**src/rtl/pulse_seq_bank.sv**
```systemverilog
// Bank of N_CH independent delay-then-periodic laser pulse sequencers, programmed through a register-write port.
// Latency: a register write takes effect at the edge that samples it; outputs are registered decodes of next state.
// Backpressure: none, every write strobe is accepted in its cycle; writes to unmapped addresses are dropped.
module pulse_seq_bank #(
    parameter int N_CH    = 4,
    parameter int CNT_W   = 32,
    parameter int BURST_W = 16
) (
    input  logic            clk,
    input  logic            reset,
    input  logic            reg_wr,
    input  logic [7:0]      reg_addr,
    input  logic [31:0]     reg_data,
    output logic [N_CH-1:0] laser_en,
    output logic [N_CH-1:0] busy,
    output logic [N_CH-1:0] done
);

    typedef enum logic [1:0] {
        S_IDLE = 2'd0,
        S_INIT = 2'd1,
        S_HIGH = 2'd2,
        S_LOW  = 2'd3
    } state_e;

    localparam logic [3:0] GLOBAL_CH = 4'hF;
    localparam logic [3:0] F_INIT    = 4'd0;
    localparam logic [3:0] F_LOW     = 4'd1;
    localparam logic [3:0] F_HIGH    = 4'd2;
    localparam logic [3:0] F_BURST   = 4'd3;
    localparam logic [3:0] F_START   = 4'd0;
    localparam logic [3:0] F_STOP    = 4'd1;

    // Shadow configuration registers
    logic [CNT_W-1:0]   init_q  [N_CH];
    logic [CNT_W-1:0]   init_d  [N_CH];
    logic [CNT_W-1:0]   low_q   [N_CH];
    logic [CNT_W-1:0]   low_d   [N_CH];
    logic [CNT_W-1:0]   high_q  [N_CH];
    logic [CNT_W-1:0]   high_d  [N_CH];
    logic [BURST_W-1:0] burst_q [N_CH];
    logic [BURST_W-1:0] burst_d [N_CH];

    // Sequencer state
    state_e             state_q [N_CH];
    state_e             state_d [N_CH];
    logic [CNT_W-1:0]   cnt_q   [N_CH];
    logic [CNT_W-1:0]   cnt_d   [N_CH];
    logic [BURST_W-1:0] pcnt_q  [N_CH];
    logic [BURST_W-1:0] pcnt_d  [N_CH];

    logic [N_CH-1:0]    laser_en_q, laser_en_d;
    logic [N_CH-1:0]    busy_q, busy_d;
    logic [N_CH-1:0]    done_q, done_d;

    logic               glob_wr;
    logic [N_CH-1:0]    start_vec;
    logic [N_CH-1:0]    stop_vec;

    // A zero count still occupies one cycle so no phase is ever skipped.
    function automatic logic [CNT_W-1:0] at_least_one(input logic [CNT_W-1:0] v);
        return (v == '0) ? CNT_W'(1) : v;
    endfunction

    always_comb begin
        glob_wr   = reg_wr && (reg_addr[7:4] == GLOBAL_CH);
        start_vec = '0;
        stop_vec  = '0;
        if (glob_wr && (reg_addr[3:0] == F_START)) begin
            start_vec = reg_data[N_CH-1:0];
        end
        if (glob_wr && (reg_addr[3:0] == F_STOP)) begin
            stop_vec = reg_data[N_CH-1:0];
        end
    end

    always_comb begin
        for (int ch = 0; ch < N_CH; ch++) begin
            init_d[ch]  = init_q[ch];
            low_d[ch]   = low_q[ch];
            high_d[ch]  = high_q[ch];
            burst_d[ch] = burst_q[ch];
            if (reg_wr && (reg_addr[7:4] == 4'(ch))) begin
                case (reg_addr[3:0])
                    F_INIT:  init_d[ch]  = reg_data[CNT_W-1:0];
                    F_LOW:   low_d[ch]   = reg_data[CNT_W-1:0];
                    F_HIGH:  high_d[ch]  = reg_data[CNT_W-1:0];
                    F_BURST: burst_d[ch] = reg_data[BURST_W-1:0];
                    default: ;
                endcase
            end
        end
    end

    // Counters reload from the shadow registers only on phase entry, so a
    // config write never disturbs the phase already in progress.
    always_comb begin
        for (int ch = 0; ch < N_CH; ch++) begin
            state_d[ch] = state_q[ch];
            cnt_d[ch]   = cnt_q[ch];
            pcnt_d[ch]  = pcnt_q[ch];
            done_d[ch]  = 1'b0;

            case (state_q[ch])
                S_INIT: begin
                    if (cnt_q[ch] == CNT_W'(1)) begin
                        state_d[ch] = S_HIGH;
                        cnt_d[ch]   = at_least_one(high_q[ch]);
                    end else begin
                        cnt_d[ch] = cnt_q[ch] - CNT_W'(1);
                    end
                end
                S_HIGH: begin
                    if (cnt_q[ch] == CNT_W'(1)) begin
                        pcnt_d[ch] = pcnt_q[ch] + BURST_W'(1);
                        if ((burst_q[ch] != '0) && (pcnt_q[ch] + BURST_W'(1) == burst_q[ch])) begin
                            state_d[ch] = S_IDLE;
                            done_d[ch]  = 1'b1;
                        end else begin
                            state_d[ch] = S_LOW;
                            cnt_d[ch]   = at_least_one(low_q[ch]);
                        end
                    end else begin
                        cnt_d[ch] = cnt_q[ch] - CNT_W'(1);
                    end
                end
                S_LOW: begin
                    if (cnt_q[ch] == CNT_W'(1)) begin
                        state_d[ch] = S_HIGH;
                        cnt_d[ch]   = at_least_one(high_q[ch]);
                    end else begin
                        cnt_d[ch] = cnt_q[ch] - CNT_W'(1);
                    end
                end
                default: ;
            endcase

            if (start_vec[ch]) begin
                state_d[ch] = S_INIT;
                cnt_d[ch]   = at_least_one(init_q[ch]);
                pcnt_d[ch]  = '0;
                done_d[ch]  = 1'b0;
            end

            // Stop beats natural completion and is harmless on an idle channel.
            if (stop_vec[ch]) begin
                state_d[ch] = S_IDLE;
                done_d[ch]  = 1'b0;
            end

            laser_en_d[ch] = (state_d[ch] == S_HIGH);
            busy_d[ch]     = (state_d[ch] != S_IDLE);
        end
    end

    always_ff @(posedge clk or posedge reset) begin
        if (reset) begin
            for (int ch = 0; ch < N_CH; ch++) begin
                init_q[ch]  <= '0;
                low_q[ch]   <= '0;
                high_q[ch]  <= '0;
                burst_q[ch] <= '0;
                state_q[ch] <= S_IDLE;
                cnt_q[ch]   <= '0;
                pcnt_q[ch]  <= '0;
            end
            laser_en_q <= '0;
            busy_q     <= '0;
            done_q     <= '0;
        end else begin
            for (int ch = 0; ch < N_CH; ch++) begin
                init_q[ch]  <= init_d[ch];
                low_q[ch]   <= low_d[ch];
                high_q[ch]  <= high_d[ch];
                burst_q[ch] <= burst_d[ch];
                state_q[ch] <= state_d[ch];
                cnt_q[ch]   <= cnt_d[ch];
                pcnt_q[ch]  <= pcnt_d[ch];
            end
            laser_en_q <= laser_en_d;
            busy_q     <= busy_d;
            done_q     <= done_d;
        end
    end

    assign laser_en = laser_en_q;
    assign busy     = busy_q;
    assign done     = done_q;

endmodule

```
**config.mk**
```make
export PLATFORM = sky130hd
export DESIGN_NAME = pulse_seq_bank
export DESIGN_NICKNAME = d
export VERILOG_FILES = /design/src/rtl/pulse_seq_bank.sv
export SDC_FILE = /design/constraint.sdc
export NUM_CORES = 2
export LEC_CHECK = 0
export ABC_CLOCK_PERIOD_IN_PS = 39600
export CORE_ASPECT_RATIO = 1.4
export CORE_MARGIN = 1
export CORE_UTILIZATION = 49
export DETAILED_ROUTE_END_ITERATION = 10
export PLACE_DENSITY_LB_ADDON = 0.12
export SLEW_MARGIN = 25
export SYNTH_ARGS = -nofsm -noshare
export SYNTH_HDL_FRONTEND = slang
export SYNTH_SLANG_ARGS = --single-unit
```
**constraint.sdc**
```tcl
create_clock -name clk -period 39.6 [get_ports clk]
set_input_delay 3.96 -clock clk [delete_from_list [all_inputs] [get_ports clk]]
set_output_delay 3.96 -clock clk [all_outputs]
set_load 0.1 [all_outputs]
```
# Word level (Yosys, flattened, before mapping)
# Index checks and enable logic that the tools add are counted.
dict set report word_totals {
  input_bits 43
  output_inout_bits 12
  elab_cells 237
  register_bits 660
}
dict set report classes {
  reduce_logical 73
  addsub 8
  n_mux 90
  eq_ne 35
}
# cell n
set ops {}
lappend ops {{32-bit 2-to-1 mux} 28}
lappend ops {{32-bit zero test} 12}
lappend ops {{32-bit one-hot mux with 2 select lines} 4}
lappend ops {{16-bit 2-to-1 mux} 12}
lappend ops {{32-bit by 1-bit == test with 1-bit output (second input constant)} 4}
lappend ops {{32-bit by 1-bit subtractor with 32-bit output (second input constant)} 4}
lappend ops {{16-bit by 1-bit adder with 16-bit output (second input constant)} 4}
lappend ops {{16-bit == test} 4}
lappend ops {{16-bit nonzero test} 4}
lappend ops {{2-bit AND reduction} 24}
lappend ops {{2-bit 2-to-1 mux} 20}
lappend ops {{2-bit == test (second input constant)} 12}
lappend ops {{2-bit nonzero test} 12}
lappend ops {{1-bit 2-to-1 mux} 20}
lappend ops {{4-bit by 2-bit == test with 1-bit output (second input constant)} 4}
lappend ops {{4-bit != test (second input constant)} 4}
lappend ops {{2-bit one-hot mux with 2 select lines} 4}
lappend ops {{3-bit nonzero test} 4}
lappend ops {{1-bit logical AND} 11}
lappend ops {{2-bit by 1-bit == test with 1-bit output (second input constant)} 4}
lappend ops {{4-bit by 1-bit == test with 1-bit output (second input constant)} 2}
lappend ops {{4-bit zero test} 2}
lappend ops {{4-bit 2-to-1 mux} 2}
lappend ops {{2-bit OR reduction} 4}
lappend ops {{4-bit == test (second input constant)} 1}

# Longest topological paths before layout
dict set report logic_depth {
  depth_word 9
  depth_mapped 12
  ltp_nobuf 10
}

# Worst setup path before layout
# OpenSTA, ideal clock, no wires.
dict set report synth_timing {
  path_type {input to register}
  start {input port reg_addr[0]}
  end {register cnt_q[100] (netlist bit)}
  path_stages 10
  arrival_time_ps 6456
  setup_slack_ps 33019
  setup_time_ps 125
  required_time_ps 39475
  path_cell_list {clkbuf_1 -> or4_1 -> nor3_1 -> and2_1 -> clkbuf_1 -> or4_4 -> a2111oi_4 -> nor2_2 -> buf_6 -> mux2_4}
}
dict set report synth_via {
  elab_chain_len 5
}
# item line
set synth_lines {}
lappend synth_lines {{from (decl)} 12} ;# input logic [7:0] reg_addr,
lappend synth_lines {{4-bit zero test (*)} 69} ;# if (glob_wr && (reg_addr[3:0] == F_START)) begin
lappend synth_lines {{1-bit logical AND (*)} 69}
lappend synth_lines {{4-bit 2-to-1 mux (*)} 69}
lappend synth_lines {{4-bit != test (no line) or 3-bit nonzero test (tied branches)} --}
lappend synth_lines {{2-bit AND reduction (no line)} --}
lappend synth_lines {{to (signal, indexed assignment)} 177} ;# cnt_q[ch] <= cnt_d[ch];
lappend synth_lines {{to (decl)} 47} ;# logic [CNT_W-1:0] cnt_q [N_CH];
# Mark *: on every way between the ends. The rest lies on a longest branch, timed or not.
# A chain may end at the register's enable or synchronous reset.

# Worst setup path in the final report
dict set report layout_timing {
  start {input port reg_addr[0]}
  end {register cnt_q[55] (netlist bit)}
}
# The elaborated chain is that of the path after synthesis.

==> impl_metrics.env <==
export IMPL_maxCapViolCount=0
export IMPL_power_density_nw_per_um2=48.2
export IMPL_maxSlewViolCount=0
export IMPL_power_leakage_nw=16.8
export IMPL_instances_no_fill=4118
export IMPL_clkTransAtPathRegs_ns=0.06
export IMPL_worst_pin_slew_ns=1.09
export IMPL_track_usage_pct=29.8
export IMPL_hpwl_um=69000
export IMPL_worst_setup_path_type="input port to flip-flop"
export IMPL_antenna_left=0
export IMPL_post_cts_buffers=0
export IMPL_ys_types=80
export IMPL_worstPathMaxFanout=21
export IMPL_ys_ff_latch=660
export IMPL_arrival_ns=7.87
export IMPL_place_congestion=0.918
export IMPL_finalNetCount=3194
export IMPL_cts_root_buf="clkbuf_16"
export IMPL_yosysSeqAreaShare_pct=48.2
export IMPL_htree_levels=3
export IMPL_start_util_pct=49.6
export IMPL_grt_max_degree=175
export IMPL_synthFlopType="dfrtp_1"
export IMPL_insertion_delay_ns=0.63
export IMPL_cp_cell_sequence="clkdlybuf4s50_1 > or4_1 > nor3_1 > buf_4 > nand2_1 > nand3_1 > buf_4 > mux2_2"
export IMPL_num_vias=26700
export IMPL_grt_pass1_wl_um=162000
export IMPL_cts_buffers=70
export IMPL_die_area_um2=71000
export IMPL_cp_end_kind="flip-flop"
export IMPL_fillCellCount=6034
export IMPL_synth_largest_area_cell="dfrtp_1"
export IMPL_synth_top_cells_by_area="dfrtp_1 (48%), mux2_2 (15%), xnor2_1 (3.6%), nor4_1 (3.1%), a221oi_1 (2.2%)"
export IMPL_routedWlPerCell_um=25.4
export IMPL_pin_count=55
export IMPL_power_mw=1.84
export IMPL_synthesis_nets=3213
export IMPL_first_iter_violations=2140
export IMPL_die_w_um=225
export IMPL_slew_headroom_pct=26.8
export IMPL_vdd_ir_drop_max_mv=0.0365
export IMPL_setup_violations=0
export IMPL_fin_crit_ns=7.36
export IMPL_synth_edff_count=0
export IMPL_critical_path_top_delay_family="simple AND/OR/NAND/NOR gates"
export IMPL_overflow=0
export IMPL_fmax_mhz=136
export IMPL_cts_tree="built"
export IMPL_viasPerCell=6.48
export IMPL_cts_hold_buffers=0
export IMPL_drive_above_1_share_pct=22.2
export IMPL_critical_path_max_stage_delay_ns=0.93
export IMPL_routed_wirelength_um=104000
export IMPL_yosys_area_top_type_share_pct=48.2
export IMPL_crit_slowest_cell="nand3_1"
export IMPL_avgSynthCellArea_um2=10.8
export IMPL_rsz0062_at_grt="false"
export IMPL_yosysWarnings=0
export IMPL_timing_hold_violations_final=0
export IMPL_area_delta_synth_final_pct=11.3
export IMPL_hold_path_class="flip-flop to flip-flop"
export IMPL_placedCellCount=3991
export IMPL_syn_area_um2=34300
export IMPL_io_buffer_count=54
export IMPL_regToRegSetupSlack_ns=34.85
export IMPL_fin_util_pct=55.2
export IMPL_start_kind="input port"
export IMPL_antenna_found_initial=8
export IMPL_clkSinkCount=660
export IMPL_die_h_um=315
export IMPL_required_ns=40.11
export IMPL_core_area_um2=69000
export IMPL_dr_pass1_iters=6
export IMPL_grt_pass1_vias=26700
export IMPL_cpMostUsedCell="buf_4"
export IMPL_crit_buf_inv=3
export IMPL_status="finished, final reports clean"
export IMPL_async_flop_share_pct=100
export IMPL_tns_ns=0
export IMPL_syn_inst=3158
export IMPL_cts_resized=0
export IMPL_cts_buffer_depth=3
export IMPL_fin_crit_sh_pct=18.6
export IMPL_clock_skew_ns=0.0157
export IMPL_rows=114
export IMPL_drc=0
## Yosys cell counts, types with 20 or more instances
cell type,instances
dfrtp_1,660
mux2_2,466
nor2_1,199
clkbuf_1,185
nand2_1,174
nor4_1,170
a21oi_1,147
xnor2_1,142
o21ai_0,99
a221oi_1,88
xor2_1,76
nor3_1,73
nand3_1,63
nand4_1,61
a211oi_1,53
inv_1,41
a22o_1,37
or3_1,33
a22oi_1,26
mux2_4,23
and3_1,20
## layer usage
metal  part of all wire [%]  track usage [%]  wire length (um)
met1                     41             38.6             42700
met2                     49             49.8             51500
met3                    5.6             3.73              5890
met4                    4.1             13.3              4310
met5                      0                0                 0
## cell type report
cell class	count	area, um2	share of cell area [%]
inverters	41	161	0.423
well taps	928	1160	3.05
repair buffers	118	1080	2.84
multi-input cells	2248	16800	44.2
clock buffers	91	1970	5.18
diodes	1	2.50	0.00656
clock inverters	31	389	1.02
flip-flops and latches	660	16500	43.3
## worst min-delay path, delay by kind of cell, from the launching register on
family / cells / cell delay, ns
simple gates: 1 / 0.05
flops: 1 / 0.37
compound gates: 1 / 0.06
## layout by cell type, fill, tap and decap left out, types with 20 or more instances in the layout
cell,instances
a211oi_1,53
a21oi_1,147
a221oi_1,88
a22o_1,37
a22oi_1,26
and3_1,20
buf_4,58
clkbuf_16,73
clkdlybuf4s50_1,49
dfrtp_1,660
inv_1,40
mux2_2,466
mux2_4,23
nand2_1,174
nand3_1,63
nand4_1,61
nor2_1,190
nor3_1,72
nor4_1,169
o21ai_0,99
or3_1,32
xnor2_1,142
xor2_1,76
## metrics by stage
stage / instance area [um2] / hold WS, ns / worst slack (ns)
after floorplan: 34300 / 0.465 / 17.14
after global placement: 35700 / 0.496 / 31.47
after detailed placement: 35600 / 0.502 / 31.38
after CTS: 38000 / 0.517 / 32.05
after global routing: 38100 / 0.543 / 32.07
final: 38100 / 0.518 / 32.24
## registers in the layout (all words and copies together) (netlist names)
signal    count
init_q      128
done          4
burst_q      64
state_q       8
cnt_q       128
low_q       128
laser_en      4
busy          4
pcnt_q       64
high_q      128
## power by group
| group | internal [mW] | switching, mW |
|---|---|---|
| sequential | 0.732 | 0.0705 |
| clock | 0.405 | 0.282 |
| combinational | 0.154 | 0.195 |
## kinds of logic after synthesis
kind of cell | after synthesis | share of synthesized area [%]
and+or+nand+nor | 911 | 13.9
DFF | 660 | 48.2
AOI/OAI and AO/OA | 605 | 12.3
muxes | 502 | 16.7
buffers and inverters | 250 | 2.84
xor gates and xnor gates | 218 | 5.57
adders and majority gates | 12 | 0.438
## worst paths after layout
| path | from | to | cells past startpoint |
|---|---|---|---|
| worst max-delay path | reg_addr[0] | cnt_q[55] | 8 |
| worst min-delay path | cnt_q[7] | cnt_q[7] | 2 |
| worst max register to register | pcnt_q[16] | cnt_q[55] | 10 |
| worst min register to register | cnt_q[7] | cnt_q[7] | 2 |
| max in group asynchronous | reset | burst_q[0] | 7 |
| min in group asynchronous | reset | init_q[27] | 2 |
Note: power is estimated with default switching activity, not from simulation.
